File: src/rtl/kbd_scan_pkg.sv
// Shared definitions for the 4x4 keypad scanner: key-code width, matrix size,
// debounce FSM state encodings and the per-frame press-map classifier.
package kbd_scan_pkg;

  localparam int KEY_CODE_W = 4;
  localparam int KBD_COLS   = 4;
  localparam int KBD_ROWS   = 4;
  localparam int KEY_MAP_W  = KBD_COLS * KBD_ROWS;
  localparam int COL_IDX_W  = $clog2(KBD_COLS);

  // All columns released (active-low strobes)
  localparam logic [KBD_COLS-1:0] COL_IDLE = 4'b1111;

  typedef enum logic [1:0] {
    ST_IDLE     = 2'd0,
    ST_DEBOUNCE = 2'd1,
    ST_HELD     = 2'd2,
    ST_RELEASE  = 2'd3
  } kbd_state_e;

  typedef enum logic [1:0] {
    FR_NONE   = 2'd0,
    FR_SINGLE = 2'd1,
    FR_MULTI  = 2'd2
  } frame_cls_e;

  typedef struct packed {
    frame_cls_e              cls;
    logic [KEY_CODE_W-1:0]   code;
  } frame_info_t;

  // Reduce a full-frame press map to none / single key (with its code) / multi
  function automatic frame_info_t classify_frame(input logic [KEY_MAP_W-1:0] map);
    frame_info_t info;
    int unsigned hits;
    info.cls  = FR_NONE;
    info.code = '0;
    hits      = 0;
    for (int i = 0; i < KEY_MAP_W; i++) begin
      if (map[i]) begin
        hits++;
        info.code = KEY_CODE_W'(i);
      end
    end
    if (hits == 1) begin
      info.cls = FR_SINGLE;
    end else if (hits > 1) begin
      info.cls = FR_MULTI;
    end
    return info;
  endfunction

endpackage

File: src/rtl/kbd_fifo.sv
// Small synchronous key-code FIFO. The head entry and its valid flag are
// registered so the CPU sees a stable code; a pop exposes the next entry on
// the following cycle. A push into a full FIFO is only accepted together with
// a pop; a pop of an empty FIFO is ignored. DEPTH must be a power of 2.
module kbd_fifo
  import kbd_scan_pkg::*;
#(
  parameter int WIDTH = KEY_CODE_W,
  parameter int DEPTH = 4
) (
  input  logic             clk,
  input  logic             rst,
  input  logic             push_i,
  input  logic [WIDTH-1:0] din_i,
  input  logic             pop_i,
  output logic             full_o,
  output logic             empty_o,
  output logic [WIDTH-1:0] head_o,
  output logic             valid_o
);

  localparam int AW = (DEPTH > 1) ? $clog2(DEPTH) : 1;

  logic [WIDTH-1:0] mem_q [DEPTH];
  logic [AW-1:0]    wr_ptr_q, wr_ptr_d;
  logic [AW-1:0]    rd_ptr_q, rd_ptr_d;
  logic [AW:0]      count_q, count_d;
  logic [AW:0]      remaining;
  logic [WIDTH-1:0] head_q, head_d;
  logic             valid_q, valid_d;
  logic             push_en, pop_en;

  assign full_o  = (count_q == (AW+1)'(DEPTH));
  assign empty_o = (count_q == '0);
  assign head_o  = head_q;
  assign valid_o = valid_q;

  // Next pointers, occupancy and the head entry as it will look after this cycle
  always_comb begin
    pop_en    = pop_i && !empty_o;
    push_en   = push_i && (!full_o || pop_en);
    wr_ptr_d  = push_en ? wr_ptr_q + AW'(1) : wr_ptr_q;
    rd_ptr_d  = pop_en  ? rd_ptr_q + AW'(1) : rd_ptr_q;
    count_d   = count_q + (AW+1)'(push_en) - (AW+1)'(pop_en);
    remaining = count_q - (AW+1)'(pop_en);
    // With nothing left after the pop, the head is the incoming code (if any)
    if (remaining == '0) begin
      head_d = push_en ? din_i : '0;
    end else begin
      head_d = mem_q[rd_ptr_d];
    end
    valid_d = (count_d != '0);
  end

  // Storage array; contents are qualified by the pointers, so no reset
  always_ff @(posedge clk) begin
    if (push_en) begin
      mem_q[wr_ptr_q] <= din_i;
    end
  end

  // Pointer, occupancy and head registers
  always_ff @(posedge clk) begin
    if (rst) begin
      wr_ptr_q <= '0;
      rd_ptr_q <= '0;
      count_q  <= '0;
      head_q   <= '0;
      valid_q  <= 1'b0;
    end else begin
      wr_ptr_q <= wr_ptr_d;
      rd_ptr_q <= rd_ptr_d;
      count_q  <= count_d;
      head_q   <= head_d;
      valid_q  <= valid_d;
    end
  end

endmodule

File: src/rtl/kbd_scan.sv
// 4x4 matrix keypad scanner: active-low column strobes, active-low row
// returns, per-frame single-key debounce FSM and a key-code FIFO read by the
// CPU. Optional auto-repeat of a held key is enabled by defining
// KBD_AUTOREPEAT_EN.
module kbd_scan
  import kbd_scan_pkg::*;
#(
  parameter int SCAN_DIV        = 2499,
  parameter int DEBOUNCE_FRAMES = 4,
  parameter int FIFO_DEPTH      = 4,
  parameter int REPEAT_FRAMES   = 200
) (
  input  logic                clk,
  input  logic                rst,
  input  logic [KBD_ROWS-1:0] row_i,
  input  logic                rd_i,
  output logic [KBD_COLS-1:0] col_o,
  output logic [31:0]         data_o,
  output logic                key_valid_o,
  output logic                overflow_o
);

  localparam int              DIV_W   = (SCAN_DIV > 0) ? $clog2(SCAN_DIV + 1) : 1;
  localparam logic [3:0]      DB_LAST = 4'(DEBOUNCE_FRAMES);

  if (DEBOUNCE_FRAMES < 1 || DEBOUNCE_FRAMES > 15) begin : g_bad_debounce
    $error("kbd_scan: DEBOUNCE_FRAMES must be in 1..15");
  end
  if (FIFO_DEPTH < 2) begin : g_bad_depth
    $error("kbd_scan: FIFO_DEPTH must be at least 2");
  end
  if (REPEAT_FRAMES < 1) begin : g_bad_repeat
    $error("kbd_scan: REPEAT_FRAMES must be at least 1");
  end

  logic [DIV_W-1:0]     div_q, div_d;
  logic [COL_IDX_W-1:0] col_idx_q, col_idx_d;
  logic [KBD_COLS-1:0]  col_q, col_d;
  logic [KEY_MAP_W-1:0] map_q, map_d;
  logic                 col_last;
  logic                 frame_end;

  frame_info_t          info;
  logic                 is_single, is_none, same_key;

  kbd_state_e            state_q;
  logic [KEY_CODE_W-1:0] cand_q;
  logic [3:0]            cnt_q;
  logic                  push;

  logic                  fifo_full, fifo_empty;
  logic [KEY_CODE_W-1:0] fifo_head;
  logic                  fifo_valid;
  logic                  drop;
  logic                  overflow_q, overflow_d;

`ifdef KBD_AUTOREPEAT_EN
  localparam int             REP_W    = $clog2(REPEAT_FRAMES + 1);
  localparam logic [REP_W-1:0] REP_LAST = REP_W'(REPEAT_FRAMES);
  logic [REP_W-1:0]          rep_q;
`endif

  // Column dwell counter, strobe pattern and press-map capture on each column's last cycle
  always_comb begin
    col_last  = (div_q == DIV_W'(SCAN_DIV));
    frame_end = col_last && (col_idx_q == COL_IDX_W'(KBD_COLS - 1));
    div_d     = col_last ? '0 : div_q + DIV_W'(1);
    col_idx_d = col_last ? col_idx_q + COL_IDX_W'(1) : col_idx_q;
    col_d     = COL_IDLE ^ (KBD_COLS'(1) << col_idx_d);
    map_d     = map_q;
    if (col_last) begin
      for (int r = 0; r < KBD_ROWS; r++) begin
        map_d[r*KBD_COLS + int'(col_idx_q)] = ~row_i[r];
      end
    end
  end

  // Scanner registers
  always_ff @(posedge clk) begin
    if (rst) begin
      div_q     <= '0;
      col_idx_q <= '0;
      col_q     <= COL_IDLE ^ KBD_COLS'(1);
      map_q     <= '0;
    end else begin
      div_q     <= div_d;
      col_idx_q <= col_idx_d;
      col_q     <= col_d;
      map_q     <= map_d;
    end
  end

  // Classify the completed frame (column 3 merged in this cycle) and decide on a push
  always_comb begin
    info      = classify_frame(map_d);
    is_single = (info.cls == FR_SINGLE);
    is_none   = (info.cls == FR_NONE);
    same_key  = is_single && (info.code == cand_q);
    push      = 1'b0;
    if (frame_end) begin
      case (state_q)
        ST_IDLE:     push = is_single && (DEBOUNCE_FRAMES == 1);
        ST_DEBOUNCE: push = same_key && ((cnt_q + 4'd1) == DB_LAST);
`ifdef KBD_AUTOREPEAT_EN
        ST_HELD:     push = same_key && ((rep_q + REP_W'(1)) == REP_LAST);
`endif
        default:     push = 1'b0;
      endcase
    end
  end

  // Debounce FSM, stepped once per frame end
  always_ff @(posedge clk) begin
    if (rst) begin
      state_q <= ST_IDLE;
      cand_q  <= '0;
      cnt_q   <= '0;
`ifdef KBD_AUTOREPEAT_EN
      rep_q   <= '0;
`endif
    end else if (frame_end) begin
      case (state_q)
        ST_IDLE: begin
          if (is_single) begin
            cand_q <= info.code;
            if (DEBOUNCE_FRAMES == 1) begin
              state_q <= ST_HELD;
              cnt_q   <= '0;
            end else begin
              state_q <= ST_DEBOUNCE;
              cnt_q   <= 4'd1;
            end
          end
        end
        ST_DEBOUNCE: begin
          if (same_key) begin
            if ((cnt_q + 4'd1) == DB_LAST) begin
              state_q <= ST_HELD;
              cnt_q   <= '0;
            end else begin
              cnt_q <= cnt_q + 4'd1;
            end
          end else if (is_single) begin
            cand_q <= info.code;
            cnt_q  <= 4'd1;
          end else begin
            state_q <= ST_IDLE;
            cnt_q   <= '0;
          end
        end
        ST_HELD: begin
          // A different key while held is ignored until a release is accepted
          if (is_none) begin
            if (DEBOUNCE_FRAMES == 1) begin
              state_q <= ST_IDLE;
              cnt_q   <= '0;
            end else begin
              state_q <= ST_RELEASE;
              cnt_q   <= 4'd1;
            end
          end
        end
        ST_RELEASE: begin
          if (is_none) begin
            if ((cnt_q + 4'd1) == DB_LAST) begin
              state_q <= ST_IDLE;
              cnt_q   <= '0;
            end else begin
              cnt_q <= cnt_q + 4'd1;
            end
          end else begin
            state_q <= ST_HELD;
            cnt_q   <= '0;
          end
        end
        default: begin
          state_q <= ST_IDLE;
          cnt_q   <= '0;
        end
      endcase
`ifdef KBD_AUTOREPEAT_EN
      // Repeat counter only runs while the same key stays alone in HELD
      if (state_q == ST_HELD && same_key) begin
        rep_q <= push ? '0 : rep_q + REP_W'(1);
      end else begin
        rep_q <= '0;
      end
`endif
    end
  end

  kbd_fifo #(
    .WIDTH (KEY_CODE_W),
    .DEPTH (FIFO_DEPTH)
  ) u_fifo (
    .clk     (clk),
    .rst     (rst),
    .push_i  (push),
    .din_i   (info.code),
    .pop_i   (rd_i),
    .full_o  (fifo_full),
    .empty_o (fifo_empty),
    .head_o  (fifo_head),
    .valid_o (fifo_valid)
  );

  // A push is lost only when the FIFO is full and no pop frees a slot this cycle
  always_comb begin
    drop       = push && fifo_full && !(rd_i && !fifo_empty);
    overflow_d = overflow_q || drop;
  end

  // Sticky overflow flag
  always_ff @(posedge clk) begin
    if (rst) begin
      overflow_q <= 1'b0;
    end else begin
      overflow_q <= overflow_d;
    end
  end

  assign col_o       = col_q;
  assign data_o      = {{(32-KEY_CODE_W){1'b0}}, fifo_head};
  assign key_valid_o = fifo_valid;
  assign overflow_o  = overflow_q;

endmodule
File: config.mk
export PLATFORM = sky130hd
export DESIGN_NAME = kbd_scan
export DESIGN_NICKNAME = d
export VERILOG_FILES = /design/src/rtl/kbd_scan_pkg.sv /design/src/rtl/kbd_fifo.sv /design/src/rtl/kbd_scan.sv
export SDC_FILE = /design/constraint.sdc
export NUM_CORES = 1
export LEC_CHECK = 0
export BUFFER_PORTS_ARGS = -buffer_cell sky130_fd_sc_hd__buf_2
export CAP_MARGIN = 20
export CORE_ASPECT_RATIO = 1.75
export CORE_MARGIN = 8
export CORE_UTILIZATION = 55
export CTS_CLUSTER_DIAMETER = 120
export DETAILED_ROUTE_END_ITERATION = 12
export PLACE_DENSITY = 0.74
export SLEW_MARGIN = 20
export SYNTH_ARGS = -nofsm -noshare
export SYNTH_HDL_FRONTEND = slang
export SYNTH_SLANG_ARGS = --single-unit
File: constraint.sdc
create_clock -name clk -period 24 [get_ports clk]
set_input_delay 3.6 -clock clk [delete_from_list [all_inputs] [get_ports clk]]
set_output_delay 3.6 -clock clk [all_outputs]
set_load 0.02 [all_outputs]
Word-level counts from Yosys, hierarchy flattened
Memory sizes are Yosys's and may differ from the RTL's.
Index checks and enable logic that the tools add are counted.
{ "totals": {"register_bits": 57, "latch_bits": 0, "ram_bits": 16, "romBits": 0, "wordCells": 169, "n_memories": 1} }
{ "classes": {"add_sub_neg": 26, "multipliers": 0, "n_div": 0, "magnitude_cmp": 9, "n_eq_ne": 16, "shift": 1, "n_mux": 72, "n_bitwise": 5, "reduce_logical": 26} }
{ "memory_table": {"columns": ["memory", "depth", "word_bits", "read_ports", "rd_clocked_by_memory_dff", "wr", "line_no", "rtl"], "rows": [
  ["u_fifo.mem_q", 4, 4, 1, 0, 1, "kbd_fifo.sv:24", "logic [WIDTH-1:0] mem_q [DEPTH];"]
]} }
{ "ops": {"columns": ["op", "n"], "rows": [
  ["adder 32 x 1 -> 32 bit (second input constant)", 15],
  ["two-way mux 32 bit", 15],
  ["two-way mux 4 bit", 23],
  ["bitwise mux 16 bit", 4],
  ["equality test 32 x 1 -> 1 bit (second input constant)", 1],
  ["> comparator 32 x 1 -> 1 bit (second input constant)", 1],
  ["two-way mux 2 bit", 11],
  ["two-way mux 16 bit", 1],
  ["one-hot mux 4 bit (4 select lines)", 1],
  ["adder 12 x 1 -> 12 bit (second input constant)", 1],
  ["demux 1 bit (select 4 bit)", 3],
  ["equality test 12 bit (second input constant)", 1],
  ["logical AND 1 bit", 11],
  ["two-way mux 1 bit", 11],
  ["adder 4 x 2 -> 5 bit (first input constant)", 2],
  ["greater-or-equal comparator 5 x 1 -> 1 bit (second input constant)", 2],
  ["less-than comparator 5 bit (second input constant)", 2],
  ["!= test 3 bit (second input constant)", 3],
  ["one-hot mux 2 bit (4 select lines)", 1],
  ["one-hot mux 4 bit (2 select lines)", 1],
  ["adder 2 x 1 -> 2 bit (second input constant)", 3],
  ["equality test 2 bit (second input constant)", 3],
  ["logical NOT 3 bit", 2],
  ["!= test 2 bit (second input constant)", 3],
  ["24 further kinds", 34]
]} }

Depth between registers and ports, before layout
Gate-level depths: netlist of the first run.
{ "logic_depth": {"ltp_word": 52, "depth_mapped": 59, "depth_no_buf": 57} }

Modules after synthesis
A second synthesis of the first run with hierarchy kept.
{ "unflattened": {"hier_cells": 687, "hier_area_um2": 5810.6} }
{ "modules_own_cells": {"columns": ["mod", "instances", "cells_each", "area_each_um2"], "rows": [
  ["kbd_scan", 1, 592, 4578.1],
  ["kbd_fifo", 1, 95, 1232.4]
]} }

Worst setup path before layout of the first run
No wires, ideal clock.
{ "synth_timing": {"kind": "in2reg", "startpoint": "input row_i[0]", "endpoint": "register u_fifo.valid_q, in the netlist u_fifo.valid_o", "setup_time_ps": 133, "t_arrival_ps": 13493, "t_required_ps": 23867, "setup_slack_ps": 10374, "path_stages": 53, "path_buffers": 2, "path_cell_list": "nor2_1 a21oi_1 ha_1 clkbuf_1 or4_1 nand4_1 nand2_1 ha_1 nand3b_1 o31ai_1 a31oi_1 ha_1 nand2_1 a32oi_2 ha_1 mux2_2 ha_1 a221o_1 [... 17 more ...] ha_1 mux2_2 ha_1 nand2_1 nand2_1 ha_1 nor4_1 o211ai_1 a21oi_1 a311oi_2 nor4_2 buf_4 ha_1 inv_1 fa_1 xnor2_1 xnor2_1 a31oi_1"} }
{ "synth_via": {"elab_chain_len": 49} }
{ "synth_lines": {"columns": ["element", "line_no", "rtl"], "rows": [
  ["from (decl)", "kbd_scan.sv:15", "input logic [KBD_ROWS-1:0] row_i,"],
  ["inverter 1 bit *", "kbd_scan.sv:73", "map_d[r*KBD_COLS + int'(col_idx_q)] = ~row_i[r];"],
  ["bitwise mux 16 bit * (4 in a row)", "kbd_scan.sv:73", null],
  ["two-way mux 16 bit *", "kbd_scan.sv:71", "if (col_last) begin"],
  ["two-way mux 1 bit", "kbd_scan_pkg.sv:40", "if (map[i]) begin"],
  ["adder 32 x 1 -> 32 bit", "kbd_scan_pkg.sv:41", "hits++;"],
  ["two-way mux 32 bit", "kbd_scan_pkg.sv:40", null],
  ["adder 32 x 1 -> 32 bit", "kbd_scan_pkg.sv:41", null],
  ["two-way mux 32 bit", "kbd_scan_pkg.sv:40", null],
  ["[... 30 more ...]", null, null],
  ["logical AND 1 bit *", "kbd_scan.sv:98", "same_key = is_single && (info.code == cand_q);"],
  ["logical AND 1 bit *", "kbd_scan.sv:103", "ST_DEBOUNCE: push = same_key && ((cnt_q + 4'd1) == DB_LAST);"],
  ["two-way mux 1 bit *", "kbd_scan.sv:101", "case (state_q)"],
  ["two-way mux 1 bit *", "kbd_scan.sv:100", "if (frame_end) begin"],
  ["logical AND 1 bit *", "kbd_fifo.sv:41", "push_en = push_i && (!full_o || pop_en);"],
  ["adder 3 x 1 -> 3 bit *", "kbd_fifo.sv:44", "count_d = count_q + (AW+1)'(push_en) - (AW+1)'(pop_en);"],
  ["subtractor 3 x 1 -> 3 bit *", "kbd_fifo.sv:44", null],
  ["nonzero test 3 bit *", "kbd_fifo.sv:52", "valid_d = (count_d != '0);"],
  ["to (signal assigned)", "kbd_fifo.sv:75", "valid_q <= valid_d;"],
  ["to (decl)", "kbd_fifo.sv:30", "logic valid_q, valid_d;"]
]} }
Mark *: on every way between the ends. The rest lies on a longest branch, timed or not.
A chain may end at the register's enable or synchronous reset.

Worst setup path in the final report of the first run
{ "layout_timing": {"startpoint": "input row_i[0]", "endpoint": "register u_fifo.valid_q, in the netlist u_fifo.valid_o"} }
{ "layout_lines": {"columns": ["element", "line_no", "rtl"], "rows": [
  ["inverter 1 bit *", "kbd_scan.sv:73", null],
  ["bitwise mux 16 bit * (4 in a row)", "kbd_scan.sv:73", null],
  ["two-way mux 16 bit *", "kbd_scan.sv:71", null],
  ["via map_d[1]", "kbd_scan.sv:39", "logic [KEY_MAP_W-1:0] map_q, map_d;"],
  ["two-way mux 32 bit", "kbd_scan_pkg.sv:40", null],
  ["adder 32 x 1 -> 32 bit", "kbd_scan_pkg.sv:41", null],
  ["two-way mux 32 bit", "kbd_scan_pkg.sv:40", null],
  ["adder 32 x 1 -> 32 bit", "kbd_scan_pkg.sv:41", null],
  ["[... 29 more ...]", null, null],
  ["logical AND 1 bit *", "kbd_scan.sv:98", null],
  ["logical AND 1 bit *", "kbd_scan.sv:103", null],
  ["two-way mux 1 bit *", "kbd_scan.sv:101", null],
  ["two-way mux 1 bit *", "kbd_scan.sv:100", null],
  ["logical AND 1 bit *", "kbd_fifo.sv:41", null],
  ["adder 3 x 1 -> 3 bit *", "kbd_fifo.sv:44", null],
  ["subtractor 3 x 1 -> 3 bit *", "kbd_fifo.sv:44", null],
  ["nonzero test 3 bit *", "kbd_fifo.sv:52", null]
]} }
Mark *: on every way through the listed nets, which the timed path passes. The rest lies on a longest branch.

==> metrics.txt, run 1 <==
status=complete, no violations; met2 GRT Util=0.382; Die W=between 90 and 100 um; H-Tree Depth=3; Worst Tran Pin Value=between 1 and 1.5 ns; Worst-Skew Late Latency=0.33 ns; maximum VDD drop=~57 uV; gpl congestion=0.960; fraction of synthesized cell area in xor and xnor cells=0.114; Post-DP HPWL=~11000 um; crit-path max cell delay=0.81 ns; CTS tree=done; main combinational cell family by area after synthesis=simple AND/OR/NAND/NOR gates; first-pass GRT wire length=~24000 um; Max Cap Violations=0; die area=about 0.015 mm2; LEAKAGE=between 0.002 and 0.003 uW; relative slew slack=0.239; CTS sink count=73; critical path class=in -> reg; Mapped Cells=a little under 700; root buffer cell=clkbuf_16; setup bufs post-CTS=0; synthesized flop and latch total=between 70 and 80; final WL=around 15000 um; antenna violations before repair=0; Period minus WS final=between 10 and 15 ns; die height=154 um; CP most frequent cell=ha_1; fin crit share=0.622; synthesized cell area=around 0.006 mm2; Detailed Routing Iterations Pass 1=5; Area growth syn-to-layout=6.03%; post-synthesis compound-gate area fraction=0.194; mux contribution to synthesized area=0.0515; fill count=a little over 900; vias=5155; Congestion Overflow GR=0; sequential fraction of the synthesis area=0.271; GR Util All Layers=0.201; simple-gate share of the synthesized area=0.225; post-synthesis adder-cell area fraction=0.0704; final core utilization=0.596; Peak Freq=approximately 67 MHz; Core Region=0.0106 mm2; PwrDens=55.6 mW/mm2; Clock Path Buffers=2; Startpoint Class=input pin; largest net degree at the start of global routing=45; Req. time, crit path=between 20 and 25 ns; post-DR wirelength/cell=approximately 18 um; DRC errors left=0; initial DRC count=274; top_reg_cell synth=dfxtp_1; arrival time worst endpoint=approximately 15 ns; Starting Density=0.562; Post-synth ARST share=0; Worst Hold Class=reg -> reg; peak fanout along the critical path=11; Mean Syn Cell Area=roughly 8.6 um2; post-cts sizing count=0; IO buf count=16; Antenna Nets Post-Route=0; # setup viols final=0; I/O pin count=45; CTS Hold Bufs=0; met3 usage=0.0366; Setup crit end kind=register; sum of negative setup slack=0 ns; met1 usage=0.186; Slew Viols, Final=0; Final Hold Viols=0; Yosys cell types=89; Most Crowded Layer GR=met2; Rows=50; # nets final=between 700 and 800; layout cells sized above 1=0.121; Worst-path clk slew=0.06 ns; # diodes=0; Slowest-stage cell, CP=nor4_2; clock skew=between 0.005 and 0.006 ns; number of CTS-inserted buffers=9; Post-synth EDFFs=16; vias per inst=between 6 and 7; number of global-route vias before repair=about 5200; RSZ-0062 raised after global routing=no; Yosys warning count=0
## sequential cells by signal, indices dropped and copies added (netlist names)
signal,cells
map_q,16
u_fifo.mem_q,16
div_q,12
cand_q,4
cnt_q,4
col_o,4
u_fifo.head_o,4
u_fifo.count_q,3
col_idx_q,2
state_q,2
u_fifo.rd_ptr_q,2
u_fifo.wr_ptr_q,2
overflow_o,1
u_fifo.valid_o,1
## critical path: cells and delay by family
kind | cells | cell delay (ns)
buf+inv | 4 | 0.40
compound gates | 15 | 2.70
xor+xnor | 2 | 0.33
simple gates | 16 | 2.61
mux | 3 | 0.88
fa+ha+maj | 15 | 4.63
## stage by stage
step	power, uW	setup WS, ns	instances	hold slack [ns]	cell area, um2
CTS	355	9.16	833	0.466	6330
global placement	210	9.31	818	0.440	6010
floorplan	199	10.37	722	0.426	6070
finish	352	9.06	833	0.457	6330
global route	367	8.10	833	0.484	6330
detailed placement	212	8.82	818	0.453	6010
## cells by family after synthesis
logic type / Yosys count
simple gates: 259
compound gates: 160
buf+inv: 84
flops: 73
xor+xnor: 63
fa+ha+maj: 33
mux: 22
other cells: 1
## where the power goes
part / internal [uW] / switching (uW) / total [uW]
logic: 29.6 / 42.3 / 71.9
clock network: 92.7 / 51.1 / 144
registers: 132 / 4.39 / 136
## layer usage
| metal | routed length, um | up-vias |
|---|---|---|
| met2 | 8100 | 142 |
| met5 | 0 | - |
| met1 | 5270 | 2483 |
| met3 | 548 | 42 |
| met4 | 693 | 0 |
| li1 | - | 2488 |
## final cells by class
class,instances,area [um2],share of cell area
multi-input combinational,565,4020,0.634
sequential,73,1620,0.256
inverter,34,128,0.0202
timing repair buffer,16,80.1,0.0126
clock buffer,12,279,0.0441
tap,130,163,0.0257
clock inverter,3,46.3,0.00731
## synth_stat cells, types with 8 or more instances
library cell  instances  area [um2]
nand2_1              59         221
dfxtp_1              57        1140
clkbuf_1             16        60.1
a21oi_1              33         165
ha_1                 32         400
a31oi_1              10        62.6
and3_1               14        87.6
inv_1                34         128
and2_1               11        68.8
mux2_2               10         113
nor2_1               71         267
o211ai_1              8        60.1
buf_4                29         218
xnor2_1              30         263
nand3_1              32         160
edfxtp_1             16         480
o21ai_0              21         105
xor2_1               22         193
nor3_1               11        55.1
nand4_1              13        81.3
a211oi_1             10        75.1
## path summary, 6_finish.rpt
path	startpoint	end	slack [ns]	cells past startpoint
setup / recovery	row_i[0]	u_fifo.valid_o	9.06	55
hold / removal	div_q[0]	div_q[0]	0.46	1
setup reg to reg	div_q[0]	u_fifo.valid_o	10.59	56
hold reg to reg	div_q[0]	div_q[0]	0.46	1
## placed cells by master, fill, tap and decap left out, types with 6 or more instances in the layout
cell type,synthesis,final
nor2_1,71,71
nand2_1,59,59
dfxtp_1,57,57
inv_1,34,34
a21oi_1,33,33
nand3_1,32,32
ha_1,32,32
xnor2_1,30,30
conb_1,1,28
xor2_1,22,22
o21ai_0,21,21
buf_2,3,16
edfxtp_1,16,16
and3_1,14,14
nand4_1,13,13
nor3_1,11,11
and2_1,11,11
clkbuf_16,0,11
a31oi_1,10,10
mux2_2,10,10
a211oi_1,10,10
o211ai_1,8,8
or3_1,6,6
mux2i_1,6,6
a21o_1,6,6
Note: power is estimated with default switching activity, not from simulation.
==> run 2, diff against run 1 <==
--- a/config.mk
+++ b/config.mk
@@ -12,7 +12,7 @@
 export CORE_UTILIZATION = 55
 export CTS_CLUSTER_DIAMETER = 120
 export DETAILED_ROUTE_END_ITERATION = 12
-export PLACE_DENSITY = 0.74
+export PLACE_DENSITY = 0.77
 export SLEW_MARGIN = 20
 export SYNTH_ARGS = -nofsm -noshare
 export SYNTH_HDL_FRONTEND = slang
==> constraint.sdc (replaced) <==
create_clock -name clk -period 12.2 [get_ports clk]
set_input_delay 1.83 -clock clk [delete_from_list [all_inputs] [get_ports clk]]
set_output_delay 1.83 -clock clk [all_outputs]
set_load 0.02 [all_outputs]
==> run 2 against run 1 <==
Compared with the run above:
- sequential cell count unchanged
- wire length increased by 3.4%
- critical endpoint unchanged
- critical path type unchanged
- cell count rose by 1.8%
- largest cell class unchanged
- critical path depth decreased by 1
- clock-buffer cell count grew 2
- core utilization rose by 2.3 points
- sequential power rose by 98%
==> metrics.txt, run 2 (same netlist as run 1, synthesis figures left out) <==
root buffer cell=clkbuf_16 (unchanged); Slowest-stage cell, CP=a221o_1 (was nor4_2); CP most frequent cell=ha_1 (unchanged); I/O pin count=45 (unchanged); antenna violations before repair=0 (unchanged); worst hold slack=0.468 ns (was 0.457 ns); status=complete, no violations (unchanged); Clock Path Buffers=2 (unchanged); Setup crit end kind=register (unchanged); H-Tree Depth=3 (unchanged); Peak Freq=roughly 86 MHz; post-DR wirelength/cell=17.8 um (was 17.5 um); Slew Viols, Final=0 (unchanged); # diodes=0 (unchanged); die area=0.0146 mm2 (unchanged); Req. time, crit path=12.38 ns (was 24.18 ns); Final Hold Viols=0 (unchanged); Congestion Overflow GR=0 (unchanged); CTS sink count=73 (unchanged); net switching power=192 uW (was 97.8 uW); CTS tree=done (unchanged); DP Worst Slack=-0.355 ns (was 8.82 ns); final worst setup slack=0.564 ns (was 9.06 ns); Regs by FF count=map_q: 16 flops, u_fifo.mem_q: 16 flops, div_q: 12 flops (unchanged); Starting Density=0.562 (unchanged); maximum VDD drop=110 uV (was 56.6 uV); # nets final=753 (was 739); Worst-path clk slew=0.06 ns (about the same); largest net degree at the start of global routing=45 (unchanged); Period minus WS final=~12 ns; Worst Path Buf+Inv=4 (unchanged); fin crit share=0.954; DRC errors left=0 (unchanged); Worst Tran Pin Value=0.927 ns (was 1.13 ns); Area growth syn-to-layout=10.2% (was 6.03%); Crit path max-delay family=adder cells (unchanged); Worst-Skew Late Latency=0.33 ns (about the same); Post-DP HPWL=11600 um (was 11300 um); LEAKAGE=0.00273 uW (was 0.00265 uW); number of global-route vias before repair=5396 (was 5204); vias=5292 (was 5155); final WL=15100 um (was 14600 um); die height=154 um (unchanged); Startpoint Class=input pin (unchanged); clock skew=0.00559 ns (was 0.00504 ns); initial DRC count=253 (was 274); peak fanout along the critical path=5 (was 11); first-pass GRT wire length=24700 um (was 23800 um); IO buf count=16 (unchanged); PwrDens=102 mW/mm2 (was 55.6 mW/mm2); Max Cap Violations=0 (unchanged); clock share of power=0.375 (was 0.408); GR Util All Layers=0.209 (was 0.201); most frequent cells in the layout=nor2_1, nand2_1, dfxtp_1 (unchanged); Core Region=0.0106 mm2 (unchanged); number of CTS-inserted buffers=9 (unchanged); relative slew slack=0.379 (was 0.239); # setup viols final=0 (unchanged); vias per inst=6.24 (was 6.19); arrival time worst endpoint=11.81 ns (was 15.11 ns); layout cells sized above 1=0.170 (was 0.121); sw frac=0.287 (was 0.278); most common cell after layout, fill and taps aside=nor2_1 (unchanged); critical path class=in -> reg (unchanged); Logic pwr share=0.223 (was 0.204); gpl congestion=0.991 (was 0.960); crit-path max cell delay=0.34 ns (was 0.81 ns); Worst Hold Class=reg -> reg (unchanged); cell-internal power=477 uW (was 254 uW); Antenna Nets Post-Route=0 (unchanged); sequential share of power=0.402 (was 0.387); Detailed Routing Iterations Pass 1=5 (unchanged); Die W=94.8 um (unchanged); Rows=50 (unchanged); CTS Hold Bufs=0 (unchanged)
[run 2: area by class of cell]
type | count | area (um2)
flip-flops and latches | 73 | 1620
clock inverters | 2 | 12.5
well taps | 130 | 163
clock buffers | 14 | 274
repair buffers | 30 | 185
fillers | 933 | 4050
inverters | 34 | 128
multi-input cells | 565 | 4200
[run 2: path summary, 6_finish.rpt]
check        startpoint             end  slack [ns]  cells past startpoint
max            row_i[0]  u_fifo.valid_o        0.56                     54
min reg2reg    div_q[0]        div_q[0]        0.47                      1
max reg2reg    div_q[0]  u_fifo.valid_o        0.74                     56
min            div_q[0]        div_q[0]        0.47                      1
[run 2: per-layer routing]
metal,track usage,vias up,wire [um]
met5,0,-,0
met4,0.133,0,851
li1,-,2512,-
met1,0.197,2539,5170
met2,0.396,172,8530
met3,0.0336,69,563
[run 2: what timing repair did]
| item | in CTS | in global routing |
|---|---|---|
| endpoints found under the setup margin | 1 | 36 |
| buffers inserted | 0 | 5 |
| pin swaps | 0 | 14 |
| resized for setup | 2 | 31 |
[run 2: per-stage QoR]
step / utilization / total power [uW] / cell area, um2 / TNS [ns] / std cells
after CTS: 0.599 / 667 / 6370 / 0 / 843
after detailed placement: 0.571 / 417 / 6080 / -0.734 / 827
after floorplan: - / 392 / 6070 / 0 / 722
final: 0.619 / 670 / 6580 / 0 / 848
after global routing: 0.619 / 699 / 6580 / -0.104 / 848
after global placement: 0.571 / 412 / 6080 / 0 / 827
[run 2: power by group through the flow]
stage	sequential (uW)	combinational [uW]	clock, uW
global route	270	165	265
floorplan	279	113	0
finish	269	149	251
CTS	269	145	254
global placement	274	139	0
detailed placement	274	144	0
